==> config.mk <==
export PLATFORM = sky130hd
export DESIGN_NAME = pwm_duty_sequencer
export DESIGN_NICKNAME = d
export VERILOG_FILES = /design/src/rtl/pwm_pkg.sv /design/src/rtl/pwm_ramp_prescaler.sv /design/src/rtl/pwm_duty_sequencer.sv
export SDC_FILE = /design/constraint.sdc
export NUM_CORES = 1
export LEC_CHECK = 0
export CORE_AREA = 4 4 76 78
export CTS_BUF_LIST = sky130_fd_sc_hd__clkbuf_16
export CTS_CLUSTER_SIZE = 28
export DETAILED_ROUTE_END_ITERATION = 12
export DIE_AREA = 0 0 80 82
export PLACE_DENSITY = 0.77
export SYNTH_ARGS = -nofsm -noshare
export SYNTH_HDL_FRONTEND = slang
export SYNTH_HIERARCHICAL = 1
export SYNTH_SLANG_ARGS = --single-unit
export TNS_END_PERCENT = 30
==> constraint.sdc <==
create_clock -name clk -period 7.1 [get_ports clk]
set_input_delay 1.775 -clock clk [delete_from_list [all_inputs] [get_ports clk]]
set_output_delay 1.775 -clock clk [all_outputs]
set_load 0.02 [all_outputs]
==> src/rtl/pwm_pkg.sv <==
// Shared PWM types and defaults for the duty sequencer and pwm_generator.
package pwm_pkg;

    localparam int PWM_WIDTH = 8;

    typedef enum logic [1:0] {
        IDLE = 2'd0,
        RAMP = 2'd1,
        STOP = 2'd2
    } seq_state_t;

endpackage

==> src/rtl/pwm_ramp_prescaler.sv <==
// Ramp-rate prescaler: counts 0..RAMP_DIV-1 while enabled, ticks on the last count.
module pwm_ramp_prescaler
    import pwm_pkg::*;
#(
    parameter int RAMP_DIV = 256
) (
    input  logic clk,
    input  logic reset_n,
    input  logic clear,
    input  logic enable,
    output logic tick
);

    localparam int CW = $clog2(RAMP_DIV + 1);
    localparam logic [CW-1:0] LAST = CW'(RAMP_DIV - 1);

    logic [CW-1:0] cnt_q, cnt_d;

    assign tick = enable && (cnt_q == LAST);

    always_comb begin
        cnt_d = cnt_q;
        if (clear) begin
            cnt_d = '0;
        end else if (enable) begin
            cnt_d = tick ? '0 : cnt_q + 1'b1;
        end
    end

    always_ff @(posedge clk or negedge reset_n) begin
        if (!reset_n) begin
            cnt_q <= '0;
        end else begin
            cnt_q <= cnt_d;
        end
    end

endmodule

==> src/rtl/pwm_duty_sequencer.sv <==
// Slews duty_cycle toward an accepted target in steps of at most STEP per tick.
// Define PWM_SEQ_ESTOP_EN to add the estop port and the STOP state.
module pwm_duty_sequencer
    import pwm_pkg::*;
#(
    parameter int WIDTH    = PWM_WIDTH,
    parameter int STEP     = 4,
    parameter int RAMP_DIV = 256
) (
    input  logic             clk,
    input  logic             reset_n,
    input  logic [WIDTH-1:0] tgt_duty,
    input  logic             tgt_valid,
    output logic             tgt_ready,
    output logic [WIDTH-1:0] duty_cycle,
    output logic             busy,
    output logic             done
`ifdef PWM_SEQ_ESTOP_EN
    ,
    input  logic             estop
`endif
);

    localparam logic [WIDTH-1:0] STEP_W = WIDTH'(STEP);

    seq_state_t       state_q, state_d;
    logic [WIDTH-1:0] duty_q, duty_d;
    logic [WIDTH-1:0] target_q, target_d;
    logic             done_q, done_d;
    logic [WIDTH-1:0] mag, step_amt, stepped;
    logic             accept, tick, going_up, ps_clear, ps_enable;

    assign tgt_ready  = (state_q != STOP);
    assign accept     = tgt_valid && tgt_ready;
    assign ps_enable  = (state_q == RAMP);
    assign ps_clear   = !ps_enable;

    // Larger-minus-smaller keeps the distance and the step free of wrap.
    assign going_up = (target_q > duty_q);
    assign mag      = going_up ? (target_q - duty_q) : (duty_q - target_q);
    assign step_amt = (mag < STEP_W) ? mag : STEP_W;
    assign stepped  = going_up ? (duty_q + step_amt) : (duty_q - step_amt);

    pwm_ramp_prescaler #(
        .RAMP_DIV(RAMP_DIV)
    ) u_prescaler (
        .clk    (clk),
        .reset_n(reset_n),
        .clear  (ps_clear),
        .enable (ps_enable),
        .tick   (tick)
    );

    always_comb begin
        state_d  = state_q;
        duty_d   = duty_q;
        target_d = target_q;
        done_d   = 1'b0;
        if (accept) begin
            target_d = tgt_duty;
        end
        unique case (state_q)
            IDLE: begin
                if (accept && (tgt_duty != duty_q)) begin
                    state_d = RAMP;
                end
            end
            RAMP: begin
                // Step toward the old target; finish against the new one.
                if (tick) begin
                    duty_d = stepped;
                end
                if (duty_d == target_d) begin
                    state_d = IDLE;
                    done_d  = 1'b1;
                end
            end
            default: begin
                state_d = IDLE;
            end
        endcase
`ifdef PWM_SEQ_ESTOP_EN
        if (estop) begin
            state_d  = STOP;
            duty_d   = '0;
            target_d = '0;
            done_d   = 1'b0;
        end
`endif
    end

    always_ff @(posedge clk or negedge reset_n) begin
        if (!reset_n) begin
            state_q  <= IDLE;
            duty_q   <= '0;
            target_q <= '0;
            done_q   <= 1'b0;
        end else begin
            state_q  <= state_d;
            duty_q   <= duty_d;
            target_q <= target_d;
            done_q   <= done_d;
        end
    end

    assign duty_cycle = duty_q;
    assign busy       = (state_q == RAMP);
    assign done       = done_q;

endmodule

==> metrics.md <==
| Metric | Value |
|---|---|
| Outcome | finished, final reports clean |
| CTS resizes | 0 |
| Crit path kind | register to register |
| Core Box Area | 5070 µm² |
| Part of the Yosys area used for sequential elements | between 20% and 30% |
| Row cnt | 26 |
| Die span in y | 82 µm |
| # hold bufs at CTS | 0 |
| Die footprint | around 6600 µm² |
| Max-slew violations | 0 |
| Top cells by count, synth | nand2_1 (38), inv_1 (31), o21ai_0 (28) |
| CTS Root Cell | clkbuf_16 |
| Fmax achieved | 0.156 GHz |
| Synth async-reset ratio | 100% |
| Period utilization | about nine tenths |
| FF+latch count, synth | 27 |
| Crit-path max FO | 13 |
| Fin util | 62.5% |
| Count leader, synth | nand2_1 |
| Placement Cell Area | 3090 µm² |
| Final Hold Viols | 0 |
| Critical path, cell by cell | inv_1 -> ha_1 -> a21oi_1 -> o21ai_1 -> o21a_4 -> mux2i_1 -> xor2_1 -> or4_4 -> nor3_1 -> nand2b_1 -> ha_1 -> a22o_1 -> fa_1 -> nor2b_1 -> o21a_1 -> mux2i_1 -> nor3_1 -> nor4bb_1 -> and3_1 -> inv_1 -> a2111o_1 -> and3_1 |
| Class of the worst hold path | register to register |
| # DRC | 0 |
| Worst path slowest cell | or4_4 |
| Post-Synth Adder-Cell Area | about an eighth |
| Power Dens Cells | ~170 nW/µm² |
| Initial antenna violation count | 0 |
| Fillers | ~450 |
| Post-route setup TNS | 0 ns |
| Simple-gate area share of the yosys netlist | about a quarter |
| Post-layout min period | roughly 6.4 ns |
| Mapped Nets | between 300 and 400 |
| Register share of total power | 38.1% |
| Largest family of logic cells by synthesized area | simple AND/OR/NAND/NOR gates |
| Comb power frac | between 30% and 40% |
| Post-synthesis xor/xnor area fraction | approximately 7.1% |
| Final setup vio count | 0 |
| Synthesized cell area | between 2000 and 3000 µm² |
| Crit path required time | just over 7 ns |
| Count of unique library cells instantiated by Yosys | 58 |
| Design area | 3170 µm² |
| Switch Pwr | slightly above 0.0002 W |
| Worst-margin pin slew | 0.588 ns |
| Vias | about 2600 |
| Max clock buf depth | 2 |
| Number of synthesized flops with an enable pin | 0 |
| LEAKAGE | around 1.3 nW |
| Fin nets | between 400 and 500 |
| CTS buffer count | 3 |
| Largest net degree at the start of global routing | 33 |
| Synth area leader | dfrtp_1 |
| Worst Hold Margin | between 0.5 and 0.6 ns |
| DR vias/cell | between 6 and 7 |
| Antenna Nets Post-Route | 0 |
| CTS Sinks | 27 |
| Routed WL per cell | 16.2 µm |
| Initial Utilization | a little under three fifths |
| Longest individual stage delay on the worst path | 0.58 ns |
| Max-Cap Viols | 0 |
| 1st-pass router iterations | 7 |
| Detailed Route WL | 7010 µm |
| Clock power share | ~25% |
| CTS H-tree lvls | 1 |
| Synth area leaders | dfrtp_1 (24%), ha_1 (11%), nand2_1 (5.0%) |
| Clock latency on the worst-skew pair | 0.27 ns |
| Switching share of total power | 37.7% |
| RSZ-0062 raised after global routing | false |
| Syn-to-layout area delta | 11.1% |
| Placer Congestion | between 0.9 and 1 |
| Gate Count Post-Synth | approximately 350 |
| Multiplexer share of the synthesized area | roughly 3.2% |
| Worst slew margin | approximately 61% |
| First-pass GRT wire length | approximately 12000 µm |
| Synth top area share | a little under a quarter |
| CTS tree | built |
| CP Capture Type | register |
| Sequential Area | 676 µm² |
| P_int | about 0.00033 W |
| Total grt overflow | 0 |
| Layout cells sized above 1 | roughly 4.4% |
| I/O Pins | 22 |
| IO buf count | 20 |
| Maximum VDD drop | about 0.11 mV |
| Clk slew on worst S/H paths | ~0.070 ns |
| Multi-input logic area | roughly 2000 µm² |
| Synth warn | 6 |
| Setup bufs post-CTS | 0 |
| Syn_area_per_cell | approximately 8.1 µm² |
| 1st-iter DRT viols | between 150 and 200 |
| Die X | about 80 µm |
| Post-synthesis compound-gate area fraction | between 20% and 30% |
| Synth Flop Type | dfrtp_1 |
| # diodes | 0 |
| CP arrival | roughly 6.6 ns |
| GRT Overall Usage | between 20% and 30% |
| Crit start category | register |
| Vias in the first global route | roughly 2400 |
| Post-DP HPWL | roughly 5400 µm |
| Worst clock skew | 0.00421 ns |
-- per-stage QoR --
step	worst slack [ns]	power (W)	instances
5_1_grt	0.417	0.000572	432
3_3_place_gp	0.903	0.000395	428
6_report	0.689	0.000536	432
4_1_cts	0.783	0.000538	432
2_1_floorplan	1.39	0.000349	352
3_5_place_dp	0.807	0.000400	428
-- final timing paths --
kind	from	to	slack (ns)	cells past startpoint
setup / recovery	duty_cycle[5]	state_q[0]	0.69	22
hold / removal	u_prescaler/cnt_q[8]	u_prescaler/cnt_q[8]	0.53	2
setup reg to reg	duty_cycle[5]	state_q[0]	0.69	22
hold reg to reg	u_prescaler/cnt_q[8]	u_prescaler/cnt_q[8]	0.53	2
max in group asynchronous	reset_n	target_q[7]	4.95	2
min in group asynchronous	reset_n	u_prescaler/cnt_q[4]	1.88	2
-- power by group through the flow --
stage | registers (W) | logic [W] | clock network (W)
after floorplan | 0.000200 | 0.000149 | 0
after global placement | 0.000205 | 0.000189 | 0
after detailed placement | 0.000207 | 0.000193 | 0
after CTS | 0.000204 | 0.000194 | 0.000139
after global routing | 0.000207 | 0.000218 | 0.000147
final | 0.000204 | 0.000196 | 0.000136
-- cell families (layout without fill, tap and decap cells) --
logic type	Yosys count	count (layout)
AO/OA/AOI/OAI	92	92
other	1	1
buffers and inverters	47	57
multiplexers	9	9
flip-flops	27	27
XOR/XNOR	23	23
AND/OR/NAND/NOR	126	126
adder cells (fa/ha/maj)	27	27
-- cell usage in the layout (no fill, tap or decap), types with 6 or more instances in the layout --
cell type         n
nor2b_1           6
nand2b_1         10
nand4_1           7
mux2i_1           9
nand4b_1          7
nand2_1          38
nand3_1           9
a21oi_1          17
o21a_1            8
dfrtp_1          27
inv_1            31
xor2_1            8
ha_1             24
xnor2_1          15
clkdlybuf4s50_1  20
nor3_1            7
o21ai_0          28
nor2_1           15
-- cell type report --
| class | instances | area share (%) |
|---|---|---|
| clock inverter | 1 | 0.158 |
| timing repair buffer | 22 | 6.79 |
| sequential | 27 | 21.3 |
| inverter | 31 | 3.67 |
| multi-input combinational | 278 | 62.9 |
| clock buffer | 3 | 2.37 |
| tap | 70 | 2.76 |
-- sequential cells by signal, indices dropped and copies added, names as in the netlist --
signal / cells
u_prescaler/cnt_q: 9
duty_cycle: 8
target_q: 8
done: 1
state_q: 1
-- layer usage --
| metal | share of wire [%] | GRT usage (%) |
|---|---|---|
| met5 | 0 | 0 |
| met2 | 48 | 38.6 |
| met3 | 5.0 | 1.97 |
| met1 | 46 | 30.2 |
| met4 | 1.2 | 6.25 |
-- worst max-delay path: cells and delay by family, from the launching register on --
family,cells,cell delay [ns]
AND/OR/NAND/NOR,8,2.19
flip-flops,1,0.50
buffers and inverters,2,0.18
multiplexers,2,0.51
AO/OA/AOI/OAI,6,1.62
XOR/XNOR,1,0.09
adder cells (fa/ha/maj),3,1.21
No activity file was read; power rests on OpenSTA's default activity.
